===== config.mk =====
export PLATFORM = sky130hd
export DESIGN_NAME = im_loader_flat
export DESIGN_NICKNAME = d
export VERILOG_FILES = /design/src/rtl/im_loader_if.sv /design/src/rtl/im_loader.sv /design/src/flat_wrapper.sv
export SDC_FILE = /design/constraint.sdc
export NUM_CORES = 1
export LEC_CHECK = 0
export ABC_AREA = 1
export CORE_AREA = 2 2 82 104
export CTS_CLUSTER_SIZE = 25
export DETAILED_ROUTE_END_ITERATION = 8
export DIE_AREA = 0 0 84 106
export DONT_BUFFER_PORTS = 1
export PLACE_DENSITY = 0.74
export SETUP_SLACK_MARGIN = 0.15
export SLEW_MARGIN = 40
export SYNTH_ARGS = -nofsm -noshare
export SYNTH_HDL_FRONTEND = slang
export SYNTH_SLANG_ARGS = --single-unit
export TNS_END_PERCENT = 5

===== constraint.sdc =====
create_clock -name clk -period 2.11 [get_ports clk]
set_input_delay 0.211 -clock clk [delete_from_list [all_inputs] [get_ports clk]]
set_output_delay 0.211 -clock clk [all_outputs]
set_load 0.1 [all_outputs]

===== src/rtl/im_loader_if.sv =====
// Byte-stream input and instruction-memory write bus of the boot loader.
// Stream handshake: a byte moves on a rising edge where byte_valid && byte_ready are both high;
// the source holds byte_in stable while byte_valid is high and byte_ready is low.
interface im_loader_if;
  logic        start;
  logic [7:0]  byte_in;
  logic        byte_valid;
  logic        byte_ready;
  logic        im_we;
  logic [15:0] im_addr;
  logic [31:0] im_wdata;
  logic        cpu_rst_f;
  logic        done;
  logic        err;
  logic [2:0]  state_dbg;

  modport master (
    output start, byte_in, byte_valid,
    input  byte_ready, im_we, im_addr, im_wdata, cpu_rst_f, done, err, state_dbg
  );

  modport slave (
    input  start, byte_in, byte_valid,
    output byte_ready, im_we, im_addr, im_wdata, cpu_rst_f, done, err, state_dbg
  );
endinterface


===== src/rtl/im_loader.sv =====
// Boot-time program loader: header count, big-endian word assembly, sequential IM writes.
// Optional trailing XOR checksum byte when IM_LOADER_CKSUM_EN is defined.
module im_loader #(
  parameter logic [15:0] BASE_ADDR = 16'h0000,
  parameter int          DEPTH     = 1024
) (
  input  logic       clk,
  input  logic       rst,
  im_loader_if.slave bus
);

  typedef enum logic [2:0] {
    S_HDR_HI = 3'd0,
    S_HDR_LO = 3'd1,
    S_DATA   = 3'd2,
    S_WRITE  = 3'd3,
`ifdef IM_LOADER_CKSUM_EN
    S_CKSUM  = 3'd4,
`endif
    S_DONE   = 3'd5,
    S_ERR    = 3'd6
  } state_t;

  // State entered once the last word is written (or the header count is zero).
`ifdef IM_LOADER_CKSUM_EN
  localparam state_t S_TAIL = S_CKSUM;
`else
  localparam state_t S_TAIL = S_DONE;
`endif

  localparam logic [16:0] DEPTH_L = 17'(DEPTH);

  state_t      state;
  state_t      state_nxt;

  logic [15:0] count_q;
  logic [15:0] index_q;
  logic [1:0]  byte_cnt_q;
  logic [23:0] asm_q;
  logic [15:0] addr_q;
  logic [31:0] wdata_q;

  logic        accepting;
  logic        xfer;
  logic [15:0] full_count;
  logic        count_big;
  logic        count_zero;
  logic        last_word;
  logic        restart;
  logic        cksum_ok;

  // Ready is a function of state only, so it never depends on byte_valid.
  assign accepting = !rst && (state == S_HDR_HI || state == S_HDR_LO || state == S_DATA
`ifdef IM_LOADER_CKSUM_EN
                              || state == S_CKSUM
`endif
                              );

  assign xfer       = bus.byte_valid && accepting;
  assign full_count = {count_q[15:8], bus.byte_in};
  assign count_big  = {1'b0, full_count} > DEPTH_L;
  assign count_zero = (full_count == 16'd0);
  assign last_word  = ((index_q + 16'd1) == count_q);
  assign restart    = bus.start && (state == S_DONE || state == S_ERR);

`ifdef IM_LOADER_CKSUM_EN
  logic [7:0] xor_q;

  assign cksum_ok = (bus.byte_in == xor_q);

  always_ff @(posedge clk) begin
    if (rst) begin
      xor_q <= 8'h00;
    end else if (restart) begin
      xor_q <= 8'h00;
    end else if (xfer) begin
      xor_q <= xor_q ^ bus.byte_in;
    end
  end
`else
  assign cksum_ok = 1'b0;
`endif

  always_ff @(posedge clk) begin
    if (rst) begin
      state <= S_HDR_HI;
    end else begin
      state <= state_nxt;
    end
  end

  always_comb begin
    state_nxt      = state;
    bus.byte_ready = accepting;
    bus.im_we      = 1'b0;
    bus.im_addr    = addr_q;
    bus.im_wdata   = wdata_q;
    bus.done       = 1'b0;
    bus.err        = 1'b0;
    bus.cpu_rst_f  = 1'b0;
    bus.state_dbg  = state;

    unique case (state)
      S_HDR_HI: begin
        if (xfer) state_nxt = S_HDR_LO;
      end
      S_HDR_LO: begin
        if (xfer) begin
          if (count_big) begin
            state_nxt = S_ERR;
          end else if (count_zero) begin
            state_nxt = S_TAIL;
          end else begin
            state_nxt = S_DATA;
          end
        end
      end
      S_DATA: begin
        if (xfer && byte_cnt_q == 2'd3) state_nxt = S_WRITE;
      end
      S_WRITE: begin
        bus.im_we = !rst;
        state_nxt = last_word ? S_TAIL : S_DATA;
      end
`ifdef IM_LOADER_CKSUM_EN
      S_CKSUM: begin
        if (xfer) state_nxt = cksum_ok ? S_DONE : S_ERR;
      end
`endif
      S_DONE: begin
        bus.done      = 1'b1;
        bus.cpu_rst_f = 1'b1;
        if (bus.start) state_nxt = S_HDR_HI;
      end
      S_ERR: begin
        bus.err = 1'b1;
        if (bus.start) state_nxt = S_HDR_HI;
      end
      default: begin
        state_nxt = S_HDR_HI;
      end
    endcase
  end

  // Datapath: header count, word index, byte assembly and the registered write port.
  always_ff @(posedge clk) begin
    if (rst) begin
      count_q    <= 16'h0000;
      index_q    <= 16'h0000;
      byte_cnt_q <= 2'd0;
      asm_q      <= 24'h000000;
      addr_q     <= BASE_ADDR;
      wdata_q    <= 32'h00000000;
    end else begin
      unique case (state)
        S_HDR_HI: begin
          if (xfer) count_q[15:8] <= bus.byte_in;
        end
        S_HDR_LO: begin
          if (xfer) begin
            count_q[7:0] <= bus.byte_in;
            index_q      <= 16'h0000;
            byte_cnt_q   <= 2'd0;
          end
        end
        S_DATA: begin
          if (xfer) begin
            byte_cnt_q <= byte_cnt_q + 2'd1;
            asm_q      <= {asm_q[15:0], bus.byte_in};
            if (byte_cnt_q == 2'd3) begin
              wdata_q <= {asm_q, bus.byte_in};
              addr_q  <= BASE_ADDR + index_q;
            end
          end
        end
        S_WRITE: begin
          index_q <= index_q + 16'd1;
        end
        S_DONE, S_ERR: begin
          if (bus.start) begin
            count_q    <= 16'h0000;
            index_q    <= 16'h0000;
            byte_cnt_q <= 2'd0;
          end
        end
        default: begin
        end
      endcase
    end
  end

  // cksum_ok is only consumed by the checksum state.
  logic unused_ok;
  assign unused_ok = cksum_ok;

endmodule


===== src/flat_wrapper.sv =====
// flat-port wrapper written by rule: the top's interface ports become plain ports
module im_loader_flat 
#(
  parameter logic [15:0] BASE_ADDR = 16'h0000,
  parameter int          DEPTH     = 1024
)
  (clk, rst, bus_start, bus_byte_in, bus_byte_valid, bus_byte_ready, bus_im_we, bus_im_addr, bus_im_wdata, bus_cpu_rst_f, bus_done, bus_err, bus_state_dbg);
  im_loader_if bus_i ();
  input  logic clk;
  input  logic rst;
  input wire logic [$bits(bus_i.start)-1:0] bus_start;
  input wire logic [$bits(bus_i.byte_in)-1:0] bus_byte_in;
  input wire logic [$bits(bus_i.byte_valid)-1:0] bus_byte_valid;
  output wire logic [$bits(bus_i.byte_ready)-1:0] bus_byte_ready;
  output wire logic [$bits(bus_i.im_we)-1:0] bus_im_we;
  output wire logic [$bits(bus_i.im_addr)-1:0] bus_im_addr;
  output wire logic [$bits(bus_i.im_wdata)-1:0] bus_im_wdata;
  output wire logic [$bits(bus_i.cpu_rst_f)-1:0] bus_cpu_rst_f;
  output wire logic [$bits(bus_i.done)-1:0] bus_done;
  output wire logic [$bits(bus_i.err)-1:0] bus_err;
  output wire logic [$bits(bus_i.state_dbg)-1:0] bus_state_dbg;
  assign bus_i.start = bus_start;
  assign bus_i.byte_in = bus_byte_in;
  assign bus_i.byte_valid = bus_byte_valid;
  assign bus_byte_ready = bus_i.byte_ready;
  assign bus_im_we = bus_i.im_we;
  assign bus_im_addr = bus_i.im_addr;
  assign bus_im_wdata = bus_i.im_wdata;
  assign bus_cpu_rst_f = bus_i.cpu_rst_f;
  assign bus_done = bus_i.done;
  assign bus_err = bus_i.err;
  assign bus_state_dbg = bus_i.state_dbg;
  im_loader #(.BASE_ADDR(BASE_ADDR), .DEPTH(DEPTH)) u_core (.clk(clk), .rst(rst), .bus(bus_i));
endmodule

==> metrics <==
total track usage=roughly 30%; Worst Setup Slack, final=approximately 180 ps; pin count of the biggest net entering global routing=54; Die Area=0.00890 mm²; minimum clock period=approximately 1900 ps; area post-placement=0.00545 mm²; most frequent cells in the layout=nand2_1, dfxtp_1, nor2_1; vias in the first global route=between 4000 and 5000; status=finished clean; Worst-path clk slew=around 110 ps; drt total wl=about 13000 µm; Synth Area in Compound Gates=18.7%; startpoint types=flop; Cells after Synth=about 680; Synth Area in XOR/XNOR=0%; Hold Path End=u_core.asm_q[1]; Final Hold Slack=between 40 and 50 ps; DP HPWL=about 9000 µm; pre-CTS WS=-17.5 ps; total inserted antenna cells=0; Hold Crit Depth=2; Congestion Overflow GR=0; Worst Path Max Fanout=33; IO Count=between 60 and 70; Arr. time, crit path=2220 ps; Layout Skew=between 5 and 6 ps; Syn Nets=between 600 and 700; crit path kind=flop to flop; Die Y=106 µm; CTS Buffer Depth=2; Max-Cap Viols=0; VDD IR max=around 0.00067 V; iteration-0 DRC count of the detailed router=300; fmax=517 MHz; Leakage Power=~2.4 nW; Die Width=roughly 84 µm; most common cell after layout, fill and taps aside=nand2_1; DRT Pass-1 Iters=6; P per Cell Area=~650 mW/mm²; R2R Path End=u_core.bus.im_wdata[2]; nets@finish=about 750; worst r2r path cells=10; Vias=about 4700; Distinct cells, synth=35; share of the synthesized area in the top cell type=44.7%; FF+latch count, synth=between 100 and 150; Hold Crit Class=input port to flop; CTS sink count=about 110; Site Rows=37; dominant cell type by area after synthesis=dfxtp_1; core box area=approximately 0.008 mm²; first-pass GRT wire length=about 21000 µm; initial antenna violation count=0; Synth area leaders=dfxtp_1, nand2_1, a21oi_1; Avg Inst Size Synth=between 7 and 8 µm²; Crit. End Element=flop; Starting Density=between 60% and 70%; WP data required=~2400 ps; latest clock arrival within the worst-skew pair=about 380 ps; Fin. Hold Viols=0; RSZ-0062 raised after global routing=true; Fin Setup TNS=0 ps; Design Area, Final=0.00580 mm²; Layout Cells excl Fill=between 800 and 900; simple-gate share of the synthesized area=27.6%; largest family of logic cells by synthesized area=simple AND/OR/NAND/NOR gates; Vias/cell=5.63; DRC=0; DR WL/cell=15.3 µm; Reg-to-Reg Start=u_core.bus.state_dbg[1]; post-synthesis mux area share=0%; root buffer cell=clkbuf_8; fin crit share=roughly nine tenths; DRT antenna net count=0; fin. max-slew vios=0; post-synthesis sequential area ratio=between 40% and 50%; CTS buffer count=9; Setup Viol. Count Final=0; placed insts=a little over 800; Hold Crit Start=bus_byte_in[1]; IO buf count=0; adder-cell share of the synthesized area=less than 1%; CTS tree=built; Slew @ Worst Pin=a little over 500 ps; H-tree depth=3; fraction of layout cells with a size suffix above 1=about a fifth; gpl congestion=1.00; synthesized area=~0.0049 mm²; Ys Warns=0; R2R setup slack=approximately 180 ps; Area Growth Syn to Fin=18.9%; Rel. slew slack=between 60% and 70%
==> per-stage QoR <==
step | utilization [%] | total power, mW
detailed placement | 68.1 | 2.41
finish | 72.4 | 3.76
global route | 72.4 | 3.88
CTS | 71.0 | 3.74
floorplan | - | 2.37
global placement | 68.1 | 2.41
==> per-layer routing <==
layer	up-vias	share of wire [%]	global-route usage, %
li1	2347	-	-
met5	-	0	0
met4	0	2.8	13.5
met2	120	53	53.0
met3	27	5.3	5.12
met1	2199	39	34.3
==> how the worst max path moves through the flow <==
stage	from	to	slack [ps]	cells after the start
floorplan	u_core.bus.state_dbg[0]	u_core.index_q[3]	130	7
global placement	u_core.index_q[0]	u_core.bus.state_dbg[1]	70	14
detailed placement	u_core.index_q[0]	u_core.bus.state_dbg[2]	-20	13
CTS	u_core.index_q[0]	u_core.bus.state_dbg[0]	80	13
global route	u_core.index_q[1]	u_core.bus.state_dbg[2]	20	13
finish	u_core.bus.state_dbg[1]	u_core.bus.im_wdata[2]	180	10
==> cells by family (layout without fill, tap and decap cells) <==
| family | Yosys count | after routing |
|---|---|---|
| compound gates | 161 | 161 |
| fa+ha+maj | 2 | 2 |
| buf+inv | 103 | 159 |
| flops | 109 | 109 |
| simple gates | 306 | 306 |
==> report_power, final <==
part | internal [mW] | total, mW | leakage [nW] | switching (mW)
Clock | 0.605 | 1.36 | 0.107 | 0.754
Sequential | 2.08 | 2.11 | 0.885 | 0.0319
Combinational | 0.0919 | 0.287 | 1.40 | 0.195
Total | 2.78 | 3.76 | 2.40 | 0.981
==> layout make-up <==
type,instances,area (µm²)
Clock buffer,10,138
Clock inverter,6,77.6
Fill cell,674,2210
Inverter,73,293
Multi-Input combinational cell,469,2370
Sequential cell,109,2200
Tap cell,97,121
Timing Repair Buffer,70,596
==> synth_stat cells <==
library cell / instances
a211oi_1: 23
clkinv_1: 1
buf_4: 3
nor3_2: 1
nand3_1: 41
o21ai_0: 53
o211a_1: 1
nor2_1: 81
a21oi_1: 66
o221ai_1: 1
ha_1: 2
nand2_2: 8
buf_2: 11
a31o_2: 1
clkbuf_2: 1
nor2_4: 2
o32ai_1: 3
dfxtp_1: 109
nor3_1: 1
nor4_1: 1
nor2_8: 1
nand3b_1: 4
inv_2: 3
nand3_2: 2
inv_1: 69
o21ai_1: 4
o31ai_2: 1
nand4_1: 12
clkbuf_1: 14
a22oi_1: 7
nand2_1: 142
or2_2: 3
buf_1: 1
o22ai_1: 1
nor2_2: 7
==> timing repair <==
item | CTS | global route
endpoints found under the hold margin | 50 | 50
pin swaps | 4 | 5
gates resized for setup | 5 | 23
buffers inserted | 1 | 3
setup endpoints to repair | 18 | 55
==> critical path: stages, from the launching register on <==
cell      delay (ps)
dfxtp_4          390
nand2_4           90
nand3_1           80
bufinv_8         190
nand2_2           80
nor2_2           140
nand2_2          210
inv_6            200
buf_12           190
nor2_1            60
a211oi_1         210
==> registers in the layout (all words and copies together) (netlist names) <==
name                  count
u_core.bus.state_dbg      3
u_core.asm_q             24
u_core.byte_cnt_q         2
u_core.bus.im_addr       16
u_core.bus.im_wdata      32
u_core.index_q           16
u_core.count_q           16
Note: power is estimated with default switching activity, not from simulation.
